File: config.mk
export PLATFORM = sky130hd
export DESIGN_NAME = shift_issue_buffer
export DESIGN_NICKNAME = d
export VERILOG_FILES = /design/src/rtl/shift_issue_buffer.sv
export SDC_FILE = /design/constraint.sdc
export NUM_CORES = 1
export LEC_CHECK = 0
export BUFFER_PORTS_ARGS = -buffer_cell sky130_fd_sc_hd__buf_2
export CORE_MARGIN = 2
export CORE_UTILIZATION = 35
export CTS_BUF_LIST = sky130_fd_sc_hd__clkbuf_4 sky130_fd_sc_hd__clkbuf_8
export DETAILED_ROUTE_END_ITERATION = 7
export PLACE_DENSITY_LB_ADDON = 0.25
export SLEW_MARGIN = 20
export SYNTH_ARGS = -nofsm -noshare
export SYNTH_HDL_FRONTEND = slang
export SYNTH_SLANG_ARGS = --single-unit
File: constraint.sdc
create_clock -name CLK -period 2.4 [get_ports CLK]
set_input_delay 0.36 -clock CLK [delete_from_list [all_inputs] [get_ports CLK]]
set_output_delay 0.36 -clock CLK [all_outputs]
set_load 0.005 [all_outputs]
File: src/rtl/shift_issue_buffer.sv
// Reservation buffer for shift micro-ops: lowest-free-slot allocation, indexed release, flush.
// Optional age matrix and oldest-slot output when SHIFT_ISSUE_BUF_AGE_EN is defined.
`ifndef SHIFT_ISSUE_DEPTH
`define SHIFT_ISSUE_DEPTH 4
`endif
`ifndef SHIFT_ISSUE_INFO_DW
`define SHIFT_ISSUE_INFO_DW 32
`endif

module shift_issue_buffer #(
  parameter int DEPTH = `SHIFT_ISSUE_DEPTH,
  parameter int DW    = `SHIFT_ISSUE_INFO_DW
) (
  input  logic                     CLK,
  input  logic                     RSTn,
  input  logic                     shift_dispat_push,
  input  logic [DW-1:0]            shift_dispat_info,
  output logic                     shift_buffer_full,
  input  logic                     shift_buffer_pop,
  input  logic [$clog2(DEPTH)-1:0] shift_buffer_pop_index,
  input  logic                     flush,
  output logic [DEPTH-1:0]         shift_buffer_malloc,
  output logic [DW*DEPTH-1:0]      shift_issue_info
`ifdef SHIFT_ISSUE_BUF_AGE_EN
  ,
  output logic [DEPTH-1:0]         shift_buffer_oldest
`endif
);

  localparam int IW = $clog2(DEPTH);

  logic [DEPTH-1:0] malloc_reg;
  logic [DEPTH-1:0] malloc_next;
  logic [DW-1:0]    info_reg [DEPTH];
  logic [IW-1:0]    free_idx;
  logic             push_ok;
  logic             pop_ok;
  logic [DEPTH-1:0] push_sel;
  logic [DEPTH-1:0] pop_sel;

  assign shift_buffer_full   = &malloc_reg;
  assign shift_buffer_malloc = malloc_reg;

  // Full is judged on registered state, so a same-cycle pop never frees room for a push.
  assign push_ok = shift_dispat_push & ~shift_buffer_full & ~flush;
  assign pop_ok  = shift_buffer_pop & malloc_reg[shift_buffer_pop_index] & ~flush;

  always_comb begin
    free_idx = '0;
    for (int i = DEPTH - 1; i >= 0; i--) begin
      if (!malloc_reg[i]) free_idx = IW'(i);
    end
  end

  genvar gi;
  generate
    for (gi = 0; gi < DEPTH; gi++) begin : g_slot
      assign push_sel[gi] = push_ok & (free_idx == IW'(gi));
      assign pop_sel[gi]  = pop_ok & (shift_buffer_pop_index == IW'(gi));
      assign shift_issue_info[DW*gi +: DW] = info_reg[gi];
    end
  endgenerate

  always_comb begin
    malloc_next = malloc_reg;
    if (flush) begin
      malloc_next = '0;
    end else begin
      malloc_next = (malloc_reg & ~pop_sel) | push_sel;
    end
  end

  always_ff @(posedge CLK or negedge RSTn) begin
    if (!RSTn) begin
      malloc_reg <= '0;
      for (int i = 0; i < DEPTH; i++) info_reg[i] <= '0;
    end else begin
      malloc_reg <= malloc_next;
      for (int i = 0; i < DEPTH; i++) begin
        if (push_sel[i]) info_reg[i] <= shift_dispat_info;
      end
    end
  end

`ifdef SHIFT_ISSUE_BUF_AGE_EN
  // older_reg[i][j] = 1: slot i was pushed before slot j. Stale rows are masked by malloc.
  logic [DEPTH-1:0] older_reg  [DEPTH];
  logic [DEPTH-1:0] older_next [DEPTH];
  logic [DEPTH-1:0] younger_than_valid;

  always_comb begin
    for (int i = 0; i < DEPTH; i++) begin
      for (int j = 0; j < DEPTH; j++) begin
        older_next[i][j] = older_reg[i][j];
        if (push_sel[i]) begin
          older_next[i][j] = 1'b0;
        end else if (push_sel[j]) begin
          older_next[i][j] = malloc_reg[i];
        end
      end
    end
  end

  always_ff @(posedge CLK or negedge RSTn) begin
    if (!RSTn) begin
      for (int i = 0; i < DEPTH; i++) older_reg[i] <= '0;
    end else begin
      for (int i = 0; i < DEPTH; i++) older_reg[i] <= older_next[i];
    end
  end

  always_comb begin
    younger_than_valid = '0;
    for (int i = 0; i < DEPTH; i++) begin
      for (int j = 0; j < DEPTH; j++) begin
        if (malloc_reg[j] && older_reg[j][i]) younger_than_valid[i] = 1'b1;
      end
    end
  end

  generate
    for (gi = 0; gi < DEPTH; gi++) begin : g_oldest
      assign shift_buffer_oldest[gi] = malloc_reg[gi] & ~younger_than_valid[gi];
    end
  endgenerate
`endif

endmodule

== Word-level counts from Yosys, hierarchy flattened ==
Index checks and enable logic that the tools add are counted.
Cells by class
  equality and inequality tests: 6
  muxes and demuxes: 7
  reduce and logical (&&, ||, !) cells: 3
  $lt $le $gt $ge: 1
  bitwise logic cells: 17
Operators by type and width (number)
  $and 1x1->1: 12
  $eq 2x2->1 const B: 4
  $mux 2: 4
  $and 4x4->4: 1
  $eq 2x1->1 const B: 2
  $logic_not 2->1: 2
  $mux 4: 1
  $not 4->4: 1
  $or 4x4->4: 1
  $reduce_and 4->1: 1
  $lt 2x3->1 const B: 1
  $bmux 1 s2: 1
  $not 1->1: 2
  $mux 1: 1
Storage, ports and cells
  logic and storage cells: 39
  output and inout bits: 133
  register bits after elaboration: 132
  input port bits: 39

== Logic depth before layout (Yosys ltp) ==
Gate-level depths: netlist (run 1).
  word-level depth: 9
  depth in mapped cells: 5
  mapped depth without buffers: 3

== Worst setup path before layout (run 1) ==
Ideal clock, no wire load.
  kind: reg2reg
  from: register malloc_reg[0] (netlist: shift_buffer_malloc[0])
  to: register info_reg, in the netlist shift_issue_info[100]
  period minus slack after synthesis: 1686 ps
  path buffers: 2
  data arrival time: 1561 ps
  stages on the path, launching flop included: 6
  data required time: 2275 ps
  slack: 714 ps
  library setup time: 125 ps
  path through: dfrtp_1 -> nand2_1 -> or4b_4 -> buf_6 -> buf_12 -> mux2_4
Between the ends
  word-level cells in the longest chain between the ends: 5
  elaborated cells on any way between the ends: 7
  those cells by class: 1 x eq/ne; 1 x mux; 4 x bitwise; 1 x reduce/logical
Ends and longest elaborated chain
  start, declared: RTL line 32  | logic [DEPTH-1:0] malloc_reg;
  start signal, assigned: RTL line 78  | malloc_reg <= malloc_next;
  $reduce_and 4->1: RTL line 41  | assign shift_buffer_full = &malloc_reg;
  $not 1->1: RTL line 45  | assign push_ok = shift_dispat_push & ~shift_buffer_full & ~flush;
  $and 1x1->1 (2 in a row): RTL line 45
  $and 1x1->1 (*): RTL line 58  | assign push_sel[gi] = push_ok & (free_idx == IW'(gi));
  end signal, assigned by index: RTL line 80  | if (push_sel[i]) info_reg[i] <= shift_dispat_info;
  end, declared: RTL line 34  | logic [DW-1:0] info_reg [DEPTH];
Every way passes the cells marked *; elsewhere a longest branch is shown, timed or not.
A chain may end at the register's enable or synchronous reset.

== Worst setup path after layout (run 1) ==
  from: register malloc_reg[0] (netlist: shift_buffer_malloc[0])
  to: register info_reg, in the netlist shift_issue_info[103]
The elaborated chain is that of the path after synthesis.

==> results of run 1 <==
## routing by layer
layer | GRT usage (%) | vias to the layer above
li1 | - | 1410
met1 | 19.43 | 1610
met2 | 22.31 | 116
met3 | 5.885 | 11
met4 | 4.825 | 0
met5 | 0 | -
## per-stage QoR
stage / instance area (um2) / hold slack, ns / utilization, %
global route: 6570 / 0.07461 / 45.72
floorplan: 5102 / 0.06441 / -
CTS: 6570 / 0.04902 / 45.72
detailed placement: 6126 / 0.4876 / 42.63
finish: 6570 / 0.04582 / 45.72
global placement: 6126 / 0.4814 / 42.63
## state kept, by name (all words and copies together) (netlist names)
signal and flops:
shift_issue_info 128, shift_buffer_malloc 4
## path summary, 6_finish.rpt
| kind | to | slack [ns] | cells after the start |
|---|---|---|---|
| setup reg to reg | shift_issue_info[103] | 0.44 | 3 |
| max in group asynchronous | shift_issue_info[47] | 1.83 | 2 |
| min in group CLK | shift_buffer_malloc[2] | 0.16 | 2 |
| setup / recovery | shift_issue_info[103] | 0.44 | 3 |
| hold reg to reg | shift_issue_info[74] | 0.50 | 1 |
| hold / removal | shift_issue_info[0] | 0.05 | 2 |
## final cells by class
class | count | area (um2)
clock buffer | 24 | 324.1
clock inverter | 8 | 120.1
fill | 1311 | 7799
multi-input combinational | 147 | 1684
sequential | 132 | 3303
tap | 184 | 230.2
timing repair buffer | 176 | 908.4
## cells by family (layout without fill, tap and decap cells)
family                 after synthesis  count (layout)  share of synthesized area (%)
AND/OR/NAND/NOR                     15              15                          2.060
flip-flops                         132             132                          64.74
multiplexers                       128             128                          30.38
AO/OA/AOI/OAI                        4               4                         0.3922
buffers and inverters               15             208                          2.428
## report_power, final
part           total, mW  switching, mW  internal, mW  leakage, nW
clock               2.03          0.826          1.20        0.224
sequential          2.71          0.159          2.55         1.68
combinational      0.838          0.346         0.492         1.55
total               5.58           1.33          4.24         3.46
## synthesized netlist by cell type
cell type / instances / area, um2
mux2_2: 99 / 1115
dfrtp_1: 132 / 3303
a21oi_1: 3 / 15.01
nand2_1: 3 / 11.26
or3_1: 1 / 6.260
nand3b_1: 1 / 7.510
buf_12: 3 / 60.06
o21ai_0: 1 / 5.000
and4bb_2: 1 / 12.51
nand2b_4: 1 / 13.76
nor4bb_1: 1 / 10.01
nand3_1: 1 / 5.000
clkbuf_1: 2 / 7.510
buf_2: 9 / 45.04
buf_6: 1 / 11.26
mux2_4: 29 / 435.4
nor3_1: 1 / 5.000
and4_1: 1 / 8.760
or4b_4: 1 / 13.76
nor2_1: 3 / 11.26
## critical path, delay by kind of cell, from the launching register on
family | cells | cell delay, ns
simple gates | 2 | 0.95
mux | 1 | 0.40
flops | 1 | 0.48
==> qor.csv, run 1 <==
stage;metric;value;unit
outcome;status;finished clean;
floorplan;IO Pins;172;
sta;crit share post-route;81.52;%
placement;PortBufs;171;
sta;Hold Vio Cnt, Final;0;
worst_setup_path;crit path DAT;2.27;ns
logic_synthesis;Yosys Warn Count;0;
power;Max VDD drop;0.0004976;V
route;drt drc;0;
route;DR WL/cell;16.39;um
floorplan;Die Span Y;124.7;um
floorplan;num rows;44;
floorplan;Initial Util;35.51;%
placement;DP HPWL;7213;um
sta;RSZ-0062 raised after global routing;no;
global_routing;global-route usage over all layers;14.75;%
route;Top Metal Used;met4;
finish;commonest non-fill, non-tap cell in the layout;buf_2;
sta;Setup-failing EPs final;0;
global_routing;initial antenna violation count;0;
sta;skew final;0.006803;ns
logic_synthesis;Synth Cell Area;5102;um2
finish;share of cells above drive strength 1;70.02;%
clock_tree;TritonCTS Buffers;17;
global_routing;vias in the first global route;3336;
sta;fin worst setup slack;0.4435;ns
job;max_cap viols;0;
sta;Slew Limit Fails;0;
logic_synthesis;Synth Net Count;333;
logic_synthesis;synthesized instance count;294;
worst_setup_path;Largest stage delay, worst path;0.84;ns
finish;Final Non-Filler Cells;671;
sta;Rel. slew slack;53.31;%
route;Vias/cell;4.690;
route;routed length on met2;5192;um
placement;Placed Cells;639;
power;LEAKAGE;3.459;nW
clock_tree;H-tree Lvls;4;
global_routing;global route total overflow;0;
placement;DP Worst Slack;0.3903;ns
clock_tree;# Post-CTS Setup Buffers;0;
sta;worst-margin pin slew;0.7003;ns
placement;gp weighted congestion;0.7863;
finish;n_diodes;0;
logic_synthesis;post-synthesis sequential element count;132;
clock_tree;CTS clock-pin slew for the worst setup and hold paths;0.07;ns
sta;Fmax achieved;511.1;MHz
global_routing;largest net degree at the start of global routing;133;
power;PD cells;848.6;nW/um2
clock_tree;Clk Latency, worst-skew pair;0.43;ns
clock_tree;CTS sink cnt;132;
clock_tree;CTS tree;yes;
floorplan;core footprint;14370;um2
clock_tree;clk buf depth;2;
worst_setup_path;Startpoint Class;register;
route;via count;3147;
floorplan;die area;15560;um2
global_routing;first-pass GRT wire length;18020;um
route;total iterations of the first detailed-routing run;4;
worst_setup_path;Setup CP Type;register to register;
clock_tree;CTS root buffer;clkbuf_8;
worst_setup_path;slowest CP cell;or4b_4;
route;drt total wl;11000;um
worst_setup_path;RR Startpoint;shift_buffer_malloc[0];
logic_synthesis;syn_area_per_cell;17.36;um2
clock_tree;post_cts resized;0;
sta;Tmin final;1.957;ns
min_path;HP Class;primary input to async pin;
logic_synthesis;Distinct cells, synth;20;
logic_synthesis;Seq/Total Area, Yosys;64.74;%
finish;nets@finish;513;
route;met1 WL;4942;um
floorplan;Die Wd;124.7;um
worst_setup_path;CP endpoint kind;register;
power;total power;5.575;mW
route;Initial DRC Count;93;
worst_setup_path;required time of the critical path;2.71;ns
route;post-route antenna net violation count;0;
clock_tree;cts hold-fix bufs;0;
worst_setup_path;Critical Path Start;shift_buffer_malloc[0];
worst_setup_path;worst-path maximum fanout;33;
sta;setup_tns;0;ns
route;Met3 Routed Length;780;um
finish;commonest cells after routing, fill and taps aside;buf_2 (170), dfrtp_1 (132), mux2_2 (99), mux2_4 (29), clkbuf_8 (23);
worst_setup_path;crit-path cells;nand2_1 > or4b_4 > mux2_4;
finish;Layout area overhead;28.76;%
Power figures use the tool's default switching activity.
==> run 2, diff against run 1 <==
- ABC_AREA: not set -> 1
- clock period: 2.4 -> 1.6 ns (I/O delays scaled with it)
==> run 2 against run 1 <==
Compared with the run above: sequential power grew 49%; register-to-register slack lost 0.27 ns; sequential share of layout area grew 1.4 points; highest routed layer unchanged.
==> qor.csv, run 2 <==
stage;metric;value;unit;change
outcome;status;finished clean;;
floorplan;core footprint;13930;um2;-3.0%
global_routing;initial antenna violation count;0;;unchanged
sta;Setup-failing EPs final;0;;unchanged
route;drt drc;0;;unchanged
logic_synthesis;Yosys Warn Count;0;;unchanged
finish;Finished Core Util;45.89;%;+0.17 points
min_path;hold_sp;shift_dispat_info[15];;
logic_synthesis;syn_area_per_cell;10.12;um2;-42%
finish;fill cell count;1364;;+4.0%
power;Max VDD drop;0.0004895;V;-1.6%
logic_synthesis;post-synth top area cell;dfrtp_1;;
route;drt total wl;12130;um;+10%
sta;Tmin final;1.516;ns;
worst_setup_path;CP endpoint kind;register;;
logic_synthesis;Synth Net Count;534;;+60%
logic_synthesis;Synth top area share;65.92;%;+1.2 points
route;total iterations of the first detailed-routing run;4;;unchanged
global_routing;largest net degree at the start of global routing;66;;-50%
finish;commonest cells after routing, fill and taps aside;buf_2 (170), nand2_1 (146), dfrtp_1 (132), o21ai_0 (67), o21ai_1 (54);;
worst_setup_path;RR Endpoint;shift_issue_info[57];;
route;Vias/cell;4.541;;-3.2%
clock_tree;TritonCTS Buffers;17;;unchanged
global_routing;global-route usage over all layers;16.75;%;+2.0 points
logic_synthesis;Distinct cells, synth;17;;-15%
floorplan;num rows;43;;-2.3%
finish;commonest non-fill, non-tap cell in the layout;buf_2;;
clock_tree;CTS sink cnt;132;;unchanged
logic_synthesis;post-synthesis sequential element count;132;;unchanged
sta;Hold Vio Cnt, Final;0;;unchanged
clock_tree;H-tree Lvls;4;;unchanged
sta;worst-margin pin slew;0.4150;ns;-0.2853 ns
job;max_cap viols;0;;unchanged
clock_tree;CTS clock-pin slew for the worst setup and hold paths;0.07;ns;about the same
worst_setup_path;crit path DAT;1.83;ns;-0.44 ns
min_path;hold path depth;3;;
route;post-route antenna net violation count;0;;unchanged
global_routing;global route total overflow;0;;unchanged
power;total power;7.722;mW;+38%
placement;PortBufs;171;;unchanged
global_routing;vias in the first global route;3773;;+13%
clock_tree;clk buf depth;2;;unchanged
floorplan;Initial Util;35.96;%;+0.45 points
sta;Fmax achieved;659.8;MHz;
worst_setup_path;R2R Setup Slk;0.17;ns;-0.27 ns
worst_setup_path;Startpoint Class;primary input;;
global_routing;first-pass GRT wire length;19330;um;+7.3%
sta;skew final;0.005113;ns;-0.001690 ns
logic_synthesis;synthesized instance count;495;;+68%
finish;nets@finish;710;;+38%
sta;Rel. slew slack;72.33;%;+19 points
clock_tree;CTS tree;yes;;
logic_synthesis;Seq/Total Area, Yosys;65.92;%;+1.2 points
clock_tree;CTS root buffer;clkbuf_8;;
route;Initial DRC Count;241;;+160%
finish;Layout area overhead;27.62;%;
sta;RSZ-0062 raised after global routing;no;;
floorplan;IO Pins;172;;unchanged
power;PD cells;1207;nW/um2;+42%
route;via count;3901;;+24%
logic_synthesis;Post-synth EDFFs;0;;unchanged
floorplan;Die Span Y;123.7;um;-0.87%
sta;Slew Limit Fails;0;;unchanged
clock_tree;# Post-CTS Setup Buffers;0;;unchanged
worst_setup_path;Setup CP Type;primary input to register;;
sta;fin worst setup slack;0.08445;ns;-0.3590 ns
worst_setup_path;RR Startpoint;shift_buffer_malloc[3];;
placement;DP Area;6035;um2;-1.5%
logic_synthesis;Synth Cell Area;5011;um2;-1.8%
min_path;HP Class;primary input to register;;
logic_synthesis;Commonest cells post-synth;nand2_1 (149), dfrtp_1 (132), o21ai_0 (67);;
logic_synthesis;main flop type after synthesis;dfrtp_1;;
min_path;worst hold endpoint;shift_issue_info[47];;
placement;DP Worst Slack;0.1661;ns;-0.2242 ns
finish;share of cells above drive strength 1;32.70;%;-37 points
finish;n_diodes;0;;unchanged
sta;crit share post-route;94.72;%;
floorplan;die area;15290;um2;-1.7%
worst_setup_path;required time of the critical path;1.91;ns;-0.80 ns
finish;max reg flops;128;;unchanged
logic_synthesis;Synth area leaders;dfrtp_1 (66%), nand2_1 (11%), o21ai_0 (6.7%), o21ai_1 (5.4%), buf_6 (3.8%);;
worst_setup_path;R2R depth;8;;+5
placement;DP HPWL;8558;um;+19%
placement;gp weighted congestion;0.7698;;-2.1%
clock_tree;Clk Latency, worst-skew pair;0.43;ns;about the same
worst_setup_path;worst-path maximum fanout;31;;-6.1%
finish;post-route cell area;6395;um2;-2.7%
logic_synthesis;Async SR Flop Fraction;100.0;%;unchanged
sta;setup_tns;0;ns;unchanged
floorplan;Die Wd;123.7;um;-0.87%
logic_synthesis;most frequent cell after synthesis;nand2_1;;
power;LEAKAGE;3.524;nW;+1.9%
route;DR WL/cell;14.12;um;-14%
-- run 2: cell types whose count changed after synthesis, sizes merged, moves of 2 or more --
cell,previous run,this run
nand2,3,150
mux2,128,0
o21ai,1,128
inv,0,42
buf,13,21
clkbuf,2,6
nor2,3,6
a21oi,3,5
nand3,1,3
-- run 2: timing repair --
action | 4_1_cts | 5_1_grt
endpoints found under the hold margin | 29 | 0
hold buffers | 2 | 0
resized for setup | 0 | 0
-- run 2: layout make-up --
cell class                      instances  area, um2  area share, %
Sequential cell                       132       3303          51.65
Clock inverter                          6      57.56         0.9000
Timing Repair Buffer                  184       1049          16.40
Tap cell                              180      225.2          3.522
Inverter                               42      157.7          2.465
Clock buffer                           21      282.8          4.422
Multi-Input combinational cell        294       1320          20.64
-- run 2: worst max-delay path by stage --
stage	startpoint	endpoint	slack, ns
2_1_floorplan	shift_buffer_malloc[3]	shift_issue_info[108]	0.29
3_3_place_gp	shift_buffer_malloc[3]	shift_issue_info[60]	0.20
3_5_place_dp	shift_buffer_malloc[3]	shift_issue_info[124]	0.17
4_1_cts	flush	shift_issue_info[126]	0.12
5_1_grt	shift_buffer_malloc[3]	shift_issue_info[72]	0.009
6_report	flush	shift_issue_info[126]	0.08
-- run 2: power by group --
part           leakage [nW]  total [mW]  switching [mW]  internal, mW
Sequential             1.73        4.04           0.254          3.79
Clock                 0.178        2.48            1.17          1.31
Combinational          1.62        1.20           0.628         0.568
-- run 2: worst max-delay path, stage by stage --
cell and delay, ns:
dlygate4sd3_1 0.53, buf_2 0.16, or2_1 0.27, nor2_2 0.14
nand2_2 0.09, buf_4 0.23, nand2_1 0.08, o21ai_0 0.08
-- run 2: per-stage QoR --
stage	instances	hold WS, ns
floorplan	495	-0.05559
global placement	830	0.2052
detailed placement	830	0.2066
CTS	859	0.06664
global route	859	0.07629
finish	859	0.1034
-- run 2: logic make-up (layout without fill, tap and decap cells) --
kind of cell    count (synthesis)  in the layout  share of synthesized area [%]
compound gates                133            133                          13.81
buf+inv                        69            253                          7.890
flops                         132            132                          65.92
simple gates                  161            161                          12.38
-- run 2: per-layer routing --
metal / part of all wire [%] / track usage (%) / routed length [um] / vias to the layer above
li1: - / - / - / 1930
met1: 46 / 21.76 / 5539 / 1820
met2: 44 / 24.69 / 5314 / 133
met3: 8.5 / 6.731 / 1034 / 18
met4: 2.0 / 7.386 / 238 / 0
met5: 0 / 0 / 0 / -
